[src/rtl/spi_eeprom_bank_if.sv]
// Byte-wide memory bus between a CPU bank decoder and the SPI EEPROM bank.
// The initiator raises bus_enable and holds it until busy is seen low.
interface spi_eeprom_bank_if #(
    parameter int ADDR_WIDTH = 12
);
    logic [ADDR_WIDTH-1:0] address;
    logic [7:0]            data_in;
    logic [7:0]            data_out;
    logic                  bus_enable;
    logic                  write_enable;
    logic                  busy;

    modport master (
        output address, data_in, bus_enable, write_enable,
        input  data_out, busy
    );

    modport slave (
        input  address, data_in, bus_enable, write_enable,
        output data_out, busy
    );
endinterface

[src/rtl/spi_eeprom_bank.sv]
// Serves one CPU memory bank from a 25LC-series SPI EEPROM (SPI mode 0).
// Reads are a single READ frame; writes issue WREN, WRITE and optionally
// poll RDSR until the EEPROM's internal write cycle completes.
module spi_eeprom_bank #(
    parameter int ADDR_WIDTH  = 12,
    parameter int HALF_PERIOD = 1,
    parameter int POLL_WRITE  = 1,
    parameter int POLL_MAX    = 255
) (
    input  logic                clk,
    input  logic                reset,
    spi_eeprom_bank_if.slave    bus,
    output logic                spi_cs,
    output logic                spi_clk,
    output logic                spi_do,
    input  logic                spi_di
);

    localparam int HW = (HALF_PERIOD > 1) ? $clog2(HALF_PERIOD) : 1;
    localparam int GW = $clog2(2 * HALF_PERIOD);
    localparam int PW = (POLL_MAX > 1) ? $clog2(POLL_MAX) : 1;

    localparam logic [HW-1:0] H_LAST = HW'(HALF_PERIOD - 1);
    localparam logic [GW-1:0] G_LAST = GW'(2 * HALF_PERIOD - 1);
    localparam logic [PW-1:0] P_LAST = PW'(POLL_MAX - 1);

    localparam logic [2:0] ST_IDLE     = 3'd0;
    localparam logic [2:0] ST_WREN     = 3'd1;
    localparam logic [2:0] ST_GAP      = 3'd2;
    localparam logic [2:0] ST_CMD_ADDR = 3'd3;
    localparam logic [2:0] ST_DATA     = 3'd4;
    localparam logic [2:0] ST_POLL     = 3'd5;
    localparam logic [2:0] ST_DONE     = 3'd6;

    localparam logic [31:0] WREN_WORD = {8'h06, 24'h000000};
    localparam logic [31:0] RDSR_WORD = {8'h05, 24'h000000};

    logic [2:0]            state;
    logic [2:0]            gap_next;
    logic                  is_write;
    logic [15:0]           addr_q;
    logic [7:0]            wdata_q;
    logic [30:0]           tx_rest;
    logic [7:0]            rx_shift;
    logic [5:0]            bits_left;
    logic [HW-1:0]         h_cnt;
    logic [GW-1:0]         gap_cnt;
    logic [PW-1:0]         poll_cnt;

    logic [ADDR_WIDTH-1:0] addr_in;
    logic [15:0]           addr16;
    logic [31:0]           read_word;
    logic [31:0]           write_word;

    assign addr_in    = bus.address;
    assign addr16     = 16'(addr_in);
    assign read_word  = {8'h03, addr16, 8'h00};
    assign write_word = {8'h02, addr_q, wdata_q};

    // Stall the initiator from the acceptance cycle until the transaction is done.
    assign bus.busy = !reset &&
                      (((state != ST_IDLE) && (state != ST_DONE)) ||
                       ((state == ST_IDLE) && bus.bus_enable));

    // Transaction sequencer and SPI frame engine: frames are MSB-first, MOSI
    // changes on the SCLK fall, MISO is shifted in on the SCLK rise.
    always_ff @(posedge clk) begin
        if (reset) begin
            state        <= ST_IDLE;
            gap_next     <= ST_IDLE;
            is_write     <= 1'b0;
            addr_q       <= '0;
            wdata_q      <= '0;
            tx_rest      <= '0;
            rx_shift     <= '0;
            bits_left    <= '0;
            h_cnt        <= '0;
            gap_cnt      <= '0;
            poll_cnt     <= '0;
            bus.data_out <= 8'h00;
            spi_cs       <= 1'b1;
            spi_clk      <= 1'b0;
            spi_do       <= 1'b0;
        end else begin
            case (state)
                ST_IDLE: begin
                    if (bus.bus_enable) begin
                        addr_q   <= addr16;
                        wdata_q  <= bus.data_in;
                        is_write <= bus.write_enable;
                        poll_cnt <= '0;
                        h_cnt    <= '0;
                        spi_clk  <= 1'b0;
                        spi_cs   <= 1'b0;
                        if (bus.write_enable) begin
                            tx_rest   <= WREN_WORD[30:0];
                            spi_do    <= WREN_WORD[31];
                            bits_left <= 6'd8;
                            state     <= ST_WREN;
                        end else begin
                            tx_rest   <= read_word[30:0];
                            spi_do    <= read_word[31];
                            bits_left <= 6'd32;
                            state     <= ST_CMD_ADDR;
                        end
                    end
                end

                ST_GAP: begin
                    if (gap_cnt == G_LAST) begin
                        gap_cnt <= '0;
                        h_cnt   <= '0;
                        spi_clk <= 1'b0;
                        spi_cs  <= 1'b0;
                        if (gap_next == ST_POLL) begin
                            tx_rest   <= RDSR_WORD[30:0];
                            spi_do    <= RDSR_WORD[31];
                            bits_left <= 6'd16;
                        end else begin
                            tx_rest   <= write_word[30:0];
                            spi_do    <= write_word[31];
                            bits_left <= 6'd32;
                        end
                        state <= gap_next;
                    end else begin
                        gap_cnt <= gap_cnt + 1'b1;
                    end
                end

                ST_WREN, ST_CMD_ADDR, ST_DATA, ST_POLL: begin
                    if (h_cnt != H_LAST) begin
                        h_cnt <= h_cnt + 1'b1;
                    end else begin
                        h_cnt <= '0;
                        if (!spi_clk) begin
                            spi_clk  <= 1'b1;
                            rx_shift <= {rx_shift[6:0], spi_di};
                        end else begin
                            spi_clk <= 1'b0;
                            if (bits_left != 6'd1) begin
                                bits_left <= bits_left - 6'd1;
                                spi_do    <= tx_rest[30];
                                tx_rest   <= {tx_rest[29:0], 1'b0};
                                if ((state == ST_CMD_ADDR) && (bits_left == 6'd9))
                                    state <= ST_DATA;
                            end else begin
                                spi_cs  <= 1'b1;
                                spi_do  <= 1'b0;
                                gap_cnt <= '0;
                                case (state)
                                    ST_WREN: begin
                                        gap_next <= ST_CMD_ADDR;
                                        state    <= ST_GAP;
                                    end
                                    ST_DATA: begin
                                        if (!is_write) begin
                                            bus.data_out <= rx_shift;
                                            state        <= ST_DONE;
                                        end else if (POLL_WRITE != 0) begin
                                            gap_next <= ST_POLL;
                                            state    <= ST_GAP;
                                        end else begin
                                            state <= ST_DONE;
                                        end
                                    end
                                    ST_POLL: begin
                                        if (rx_shift[0] && (poll_cnt != P_LAST)) begin
                                            poll_cnt <= poll_cnt + 1'b1;
                                            gap_next <= ST_POLL;
                                            state    <= ST_GAP;
                                        end else begin
                                            state <= ST_DONE;
                                        end
                                    end
                                    default: state <= ST_DONE;
                                endcase
                            end
                        end
                    end
                end

                ST_DONE: begin
                    if (!bus.bus_enable)
                        state <= ST_IDLE;
                end

                default: state <= ST_IDLE;
            endcase
        end
    end

endmodule

[src/flat_wrapper.sv]
// flat-port wrapper written by rule: the top's interface ports become plain ports
module spi_eeprom_bank_flat 
#(
    parameter int ADDR_WIDTH  = 12,
    parameter int HALF_PERIOD = 1,
    parameter int POLL_WRITE  = 1,
    parameter int POLL_MAX    = 255
)
  (clk, reset, spi_cs, spi_clk, spi_do, spi_di, bus_address, bus_data_in, bus_bus_enable, bus_write_enable, bus_data_out, bus_busy);
  spi_eeprom_bank_if #(.ADDR_WIDTH(ADDR_WIDTH)) bus_i ();
  input  logic clk;
  input  logic reset;
  output logic spi_cs;
  output logic spi_clk;
  output logic spi_do;
  input  logic spi_di;
  input wire logic [$bits(bus_i.address)-1:0] bus_address;
  input wire logic [$bits(bus_i.data_in)-1:0] bus_data_in;
  input wire logic [$bits(bus_i.bus_enable)-1:0] bus_bus_enable;
  input wire logic [$bits(bus_i.write_enable)-1:0] bus_write_enable;
  output wire logic [$bits(bus_i.data_out)-1:0] bus_data_out;
  output wire logic [$bits(bus_i.busy)-1:0] bus_busy;
  assign bus_i.address = bus_address;
  assign bus_i.data_in = bus_data_in;
  assign bus_i.bus_enable = bus_bus_enable;
  assign bus_i.write_enable = bus_write_enable;
  assign bus_data_out = bus_i.data_out;
  assign bus_busy = bus_i.busy;
  spi_eeprom_bank #(.ADDR_WIDTH(ADDR_WIDTH), .HALF_PERIOD(HALF_PERIOD), .POLL_WRITE(POLL_WRITE), .POLL_MAX(POLL_MAX)) u_core (.clk(clk), .reset(reset), .bus(bus_i), .spi_cs(spi_cs), .spi_clk(spi_clk), .spi_do(spi_do), .spi_di(spi_di));
endmodule
[config.mk]
export PLATFORM = sky130hd
export DESIGN_NAME = spi_eeprom_bank_flat
export DESIGN_NICKNAME = d
export VERILOG_FILES = /design/src/rtl/spi_eeprom_bank_if.sv /design/src/rtl/spi_eeprom_bank.sv /design/src/flat_wrapper.sv
export SDC_FILE = /design/constraint.sdc
export NUM_CORES = 1
export LEC_CHECK = 0
export BUFFER_PORTS_ARGS = -buffer_cell sky130_fd_sc_hd__buf_2
export CAP_MARGIN = 20
export CORE_UTILIZATION = 55
export CTS_BUF_LIST = sky130_fd_sc_hd__clkbuf_8
export CTS_CLUSTER_SIZE = 20
export DETAILED_ROUTE_END_ITERATION = 10
export PLACE_DENSITY_LB_ADDON = 0.08
export SLEW_MARGIN = 15
export SYNTH_ARGS = -nofsm -noshare
export SYNTH_HDL_FRONTEND = slang
export SYNTH_SLANG_ARGS = --single-unit
[constraint.sdc]
create_clock -name clk -period 3.97 [get_ports clk]
set_input_delay 0.397 -clock clk [delete_from_list [all_inputs] [get_ports clk]]
set_output_delay 0.397 -clock clk [all_outputs]
set_load 0.02 [all_outputs]
# Yosys cells after proc, flatten, opt, wreduce, memory -nomap -nowiden

Cells that the tools add are included.

Input bits: 25
Bits in registers: 93
Output and inout bits: 12

$add $sub $neg: 4
Bitwise operators: 4
Reductions and logical operators: 26
Muxes and demuxes: 58
Equality and inequality tests: 23

Operator list:

| operator              | number |
|---|---|
| $mux W31              | 5 |
| $pmux W31 S3          | 1 |
| $mux W27              | 2 |
| $mux W8               | 6 |
| $mux W6               | 7 |
| $mux W3               | 11 |
| $reduce_and A6 Y1     | 4 |
| $pmux W3 S3           | 2 |
| $pmux W6 S3           | 1 |
| $pmux W8 S2           | 1 |
| $mux W1               | 15 |
| $ne A2 B1 Y1 const B  | 7 |
| $reduce_and A7 Y1     | 2 |
| $eq A3 B3 Y1 const B  | 4 |
| $pmux W1 S3           | 4 |
| $pmux W3 S4           | 1 |
| $reduce_bool A3 Y1    | 3 |
| $add A8 B1 Y8 const B | 1 |
| $ne A2 B2 Y1 const B  | 4 |
| $ne A8 B8 Y1 const B  | 1 |
| $reduce_and A4 Y1     | 2 |
| $eq A3 B2 Y1 const B  | 2 |
| $eq A6 B4 Y1 const B  | 1 |
| $ne A3 B3 Y1 const B  | 2 |
| 16 further kinds      | 26 |

# Logic depth before layout (Yosys ltp)

Depth in word-level cells: 8
Gate-level depth with buffers: 9
Mapped depth without buffers: 7

# Worst setup path before layout

No wires, ideal clock.

Path type: flip-flop to flip-flop
Start: register u_core.bits_left[1]
End: register u_core.bus.data_out[0]
Setup slack: 2163 ps
Stages on the path, launching flop included: 9
Data required time: 3842 ps
Arrival: 1680 ps
Library setup time: 128 ps
Period minus slack after synthesis: 1807 ps
Buffers on the path: 1
Cells stage by stage: dfxtp_1 inv_1 ha_1 nor3b_4 nand2_1 or3_1 buf_4 mux2i_1 nor2_1

Cells in the longest elaborated chain, start to end: 3

Ends and longest elaborated chain:

| item                               | RTL line                 | RTL |
|---|---|---|
| from (decl)                        | spi_eeprom_bank.sv:45    | `logic [5:0] bits_left;` |
| from (signal assigned)             | spi_eeprom_bank.sv:141   | `bits_left <= bits_left - 6'd1;` |
| $ne A6 B1 Y1                       | spi_eeprom_bank.sv:140   | `if (bits_left != 6'd1) begin` |
| $not A1 Y1 (no source line)        | --                       |  |
| $reduce_and A6 Y1 (no source line) | --                       |  |
| to (signal assigned)               | spi_eeprom_bank.sv:157   | `bus.data_out <= rx_shift;` |
| to (decl)                          | spi_eeprom_bank_if.sv:20 | `output data_out, busy` |

Every way passes these cells.
A chain may end at the register's enable or synchronous reset.

# Final worst setup path

Start: register u_core.state[1]
End: register u_core.bits_left[4]

Cells in the longest elaborated chain, start to end: 4
Elaborated cells between the ends (all ways): 15
Those cells by class: 10 x eq/ne; 1 x mux; 4 x reduce/logical

Ends and longest elaborated chain:

| item                                                        | RTL line               | RTL |
|---|---|---|
| from (decl)                                                 | spi_eeprom_bank.sv:38  | `logic [2:0] state;` |
| from (signal assigned)                                      | spi_eeprom_bank.sv:124 | `state <= gap_next;` |
| $eq A3 B1 Y1, or another cell as far along                  | spi_eeprom_bank.sv:85  | `case (state)` |
| $reduce_or A4 Y1                                            | spi_eeprom_bank.sv:85  |  |
| $ne A2 B1 Y1 (no source line), or another cell as far along | --                     |  |
| $reduce_and A6 Y1 (no source line)                          | --                     |  |

Several ways; a longest one is shown, not always the timed one.

==> reports/metrics.yaml <==
status: "finished, final reports clean"
total_power_mw: 2.89
core_area_sq_um: 7290
syn_area_sq_um: 4170
setup_viol: 0
setup_tns_ns: 0
endpoint: "u_core.bits_left[4]$_SDFFE_PP0P_"
drc: 0
nets: 527
reg2reg_setup_slack_ns: 1.42
dp.cells: 585
crit_start: "u_core.state[1]$_SDFFE_PP0P_"
wl_um: 8940
utilization: 0.620
pre_cts_slack_ns: 1.41
insertion_delay_ns: 0.36
initial_core_util: 0.572
dpl_cell_area_sq_um: 4290
drv_cap: 0
hpwl_um: 5690
vias: 3512
ios: 37
die-area_sq_um: 7930
cts_setup_buffers: 0
r2r_end: "u_core.bits_left[4]$_SDFFE_PP0P_"
crit_required_ns: 4.22
post_route_cells_drive_above_1_share: 0.153
r2r_cells: 6
cts_root_buf: "clkbuf_8"
cp-end-kind: "flip-flop"
ant_nets: 0
ys_seq_area_frac: 0.442
gp_congestion: 0.862
register_area_sq_um: 1840
cts_tree: "yes"
fmax_ghz: 0.392
crit_fanout: 37
die_h_um: 89.1
grt_max_degree: 66
rr_startpoint: "u_core.state[1]$_SDFFE_PP0P_"
timing.final.crit_share: 0.643
critPathKind: "flip-flop to flip-flop"
ctsResizeCount: 0
multiInputGateArea_sq_um: 2070
io_buffers: 36
synth_seq_cells: 92
async_flop_share: 0
synth_area_per_cell_sq_um: 8.66
irDropWorstVdd_uv: 363
crit_path_start_kind: "flip-flop"
finalInstanceArea_sq_um: 4520
leakagePower_nw: 1.69
wl_met1_um: 4090
hold_class: "input port to flip-flop"
setup_ws_ns: 1.42
viasPerCell: 5.84
drt_first_pass_iters: 7
cts_sinks: 92
grt_pass1_vias: 3187
skew_ns: 0.00509
period_needed_ns: 2.55
wire_per_inst_um: 14.9
htree_num_levels: 3
grt_pass1_wl_um: 14900
cts.hold.buffers_added: 0
stdcell_count: 601
fillCellCount: 675
drt_iter0_drc: 334
worst_slew_pin_slew_ns: 1.03
hold_violations: 0
worstPathArrival_ns: 2.80
dieWidth_um: 89.1
synth_fp_nets: 510
route.top_layer_used: "met4"
num_antenna_cells: 0
maxSlewViolCount: 0
dr_wl_met3_um: 462
synth_ff_type: "dfxtp_1"
antenna_found_initial: 0
ys_types: 56
syn2layout_area_growth_pct: 8.41
synth_cells: 481
clk_path_buf_depth: 2
synth-edff-count: 0
row_count: 31
met2WireLength_um: 4240
p_per_area_nw_per_um2: 639
slew_headroom: 0.313
yosysWarnings: 0
gr-total-overflow: 0
grt_setup_unrepaired: "no"
numCtsBuffers: 9
whs_ns: 0.268
path_clk_slew_ns: 0.09
track_usage: 0.242
final cells by class:
class,count,share of cell area
multi-input combinational,342,0.457
sequential,92,0.408
timing repair buffer,41,0.0482
clock buffer,11,0.0335
tap,99,0.0274
clock inverter,4,0.0161
inverter,12,0.00997
layer usage:
| layer | up-vias | track usage |
|---|---|---|
| met5 | - | 0 |
| met2 | 110 | 0.385 |
| met3 | 13 | 0.0536 |
| met4 | 0 | 0.104 |
| met1 | 1636 | 0.317 |
| li1 | 1753 | - |
registers in the layout, summed over array words and instances, names as in the netlist:
register and count:
u_core.tx_rest 31, u_core.addr_q 12, u_core.bus.data_out 8, u_core.poll_cnt 8
u_core.rx_shift 8, u_core.wdata_q 8, u_core.bits_left 6, u_core.gap_next 3
u_core.state 3, u_core.gap_cnt 1, u_core.is_write 1, u_core.spi_clk 1
u_core.spi_cs 1, u_core.spi_do 1
power by group:
part,switching (mW),total (mW),leakage [nW],internal (mW)
clock,0.314,0.700,0.117,0.386
sequential,0.163,1.26,0.750,1.10
combinational,0.587,0.928,0.825,0.341
cell usage after synthesis, types with 2 or more instances:
| library cell | count | area share |
|---|---|---|
| a211oi_1 | 6 | 0.011 |
| a211oi_2 | 12 | 0.036 |
| a21oi_1 | 42 | 0.050 |
| a221oi_1 | 10 | 0.021 |
| a222oi_1 | 12 | 0.029 |
| a22oi_1 | 11 | 0.020 |
| a311o_1 | 2 | 0.0048 |
| a31oi_1 | 2 | 0.0030 |
| and3_1 | 3 | 0.0045 |
| buf_2 | 5 | 0.0060 |
| buf_4 | 2 | 0.0036 |
| buf_6 | 4 | 0.011 |
| clkbuf_1 | 20 | 0.018 |
| clkbuf_8 | 4 | 0.013 |
| dfxtp_1 | 92 | 0.44 |
| ha_1 | 4 | 0.012 |
| inv_1 | 12 | 0.011 |
| mux2i_1 | 14 | 0.034 |
| nand2_1 | 66 | 0.059 |
| nand2b_1 | 4 | 0.0060 |
| nand3_1 | 9 | 0.011 |
| nand3b_1 | 2 | 0.0036 |
| nor2_1 | 64 | 0.058 |
| nor2_2 | 2 | 0.0030 |
| nor2b_1 | 3 | 0.0045 |
| nor3_1 | 14 | 0.017 |
| nor3b_1 | 2 | 0.0036 |
| nor4_1 | 4 | 0.0060 |
| o211ai_1 | 2 | 0.0036 |
| o21ai_0 | 14 | 0.017 |
| o41ai_1 | 2 | 0.0042 |
| or3_1 | 5 | 0.0075 |
| xnor2_1 | 8 | 0.017 |
how the worst min path moves through the flow:
stage	from	endpoint	slack, ns	cells past startpoint
2_1_floorplan	u_core.tx_rest[0]$_SDFFE_PP0P_	u_core.tx_rest[0]$_SDFFE_PP0P_	0.43	2
3_3_place_gp	u_core.tx_rest[25]$_SDFFE_PP0P_	u_core.tx_rest[25]$_SDFFE_PP0P_	0.44	2
3_5_place_dp	u_core.tx_rest[25]$_SDFFE_PP0P_	u_core.tx_rest[25]$_SDFFE_PP0P_	0.44	2
4_1_cts	bus_data_in[0]	u_core.wdata_q[0]$_SDFFE_PP0P_	0.25	3
5_1_grt	bus_data_in[1]	u_core.wdata_q[1]$_SDFFE_PP0P_	0.27	3
6_report	bus_data_in[0]	u_core.wdata_q[0]$_SDFFE_PP0P_	0.27	3
critical path: stages (launching register included):
cell	delay, ns
dfxtp_1	0.75
nand2_1	0.27
nand2_1	0.41
o22a_1	0.21
buf_4	0.39
o31ai_1	0.14
a221oi_1	0.28
layout by cell type (no fill, tap or decap), types with 2 or more instances in the layout:
cell type and count:
dfxtp_1 92, nand2_1 66, nor2_1 64, a21oi_1 42
buf_2 36, mux2i_1 14, nor3_1 14, o21ai_0 14
inv_1 13, a222oi_1 12, a211oi_2 12, a22oi_1 11
clkbuf_8 11, a221oi_1 10, nand3_1 9, xnor2_1 8
a211oi_1 6, or3_1 5, buf_4 5, nand2b_1 4
nor4_1 4, ha_1 4, and3_1 3, nor2b_1 3
nor2_2 2, nand3b_1 2, nor3b_1 2, a311o_1 2
o41ai_1 2, a31oi_1 2, o211ai_1 2, bufinv_16 2
cells by family after synthesis:
family	after synthesis	synth area share
flip-flops	92	0.442
multiplexers	14	0.0336
AO/OA/AOI/OAI	128	0.224
XOR/XNOR	8	0.0168
AND/OR/NAND/NOR	188	0.209
adder cells (fa/ha/maj)	4	0.0120
buffers and inverters	47	0.0624
Note: power is estimated with default switching activity, not from simulation.
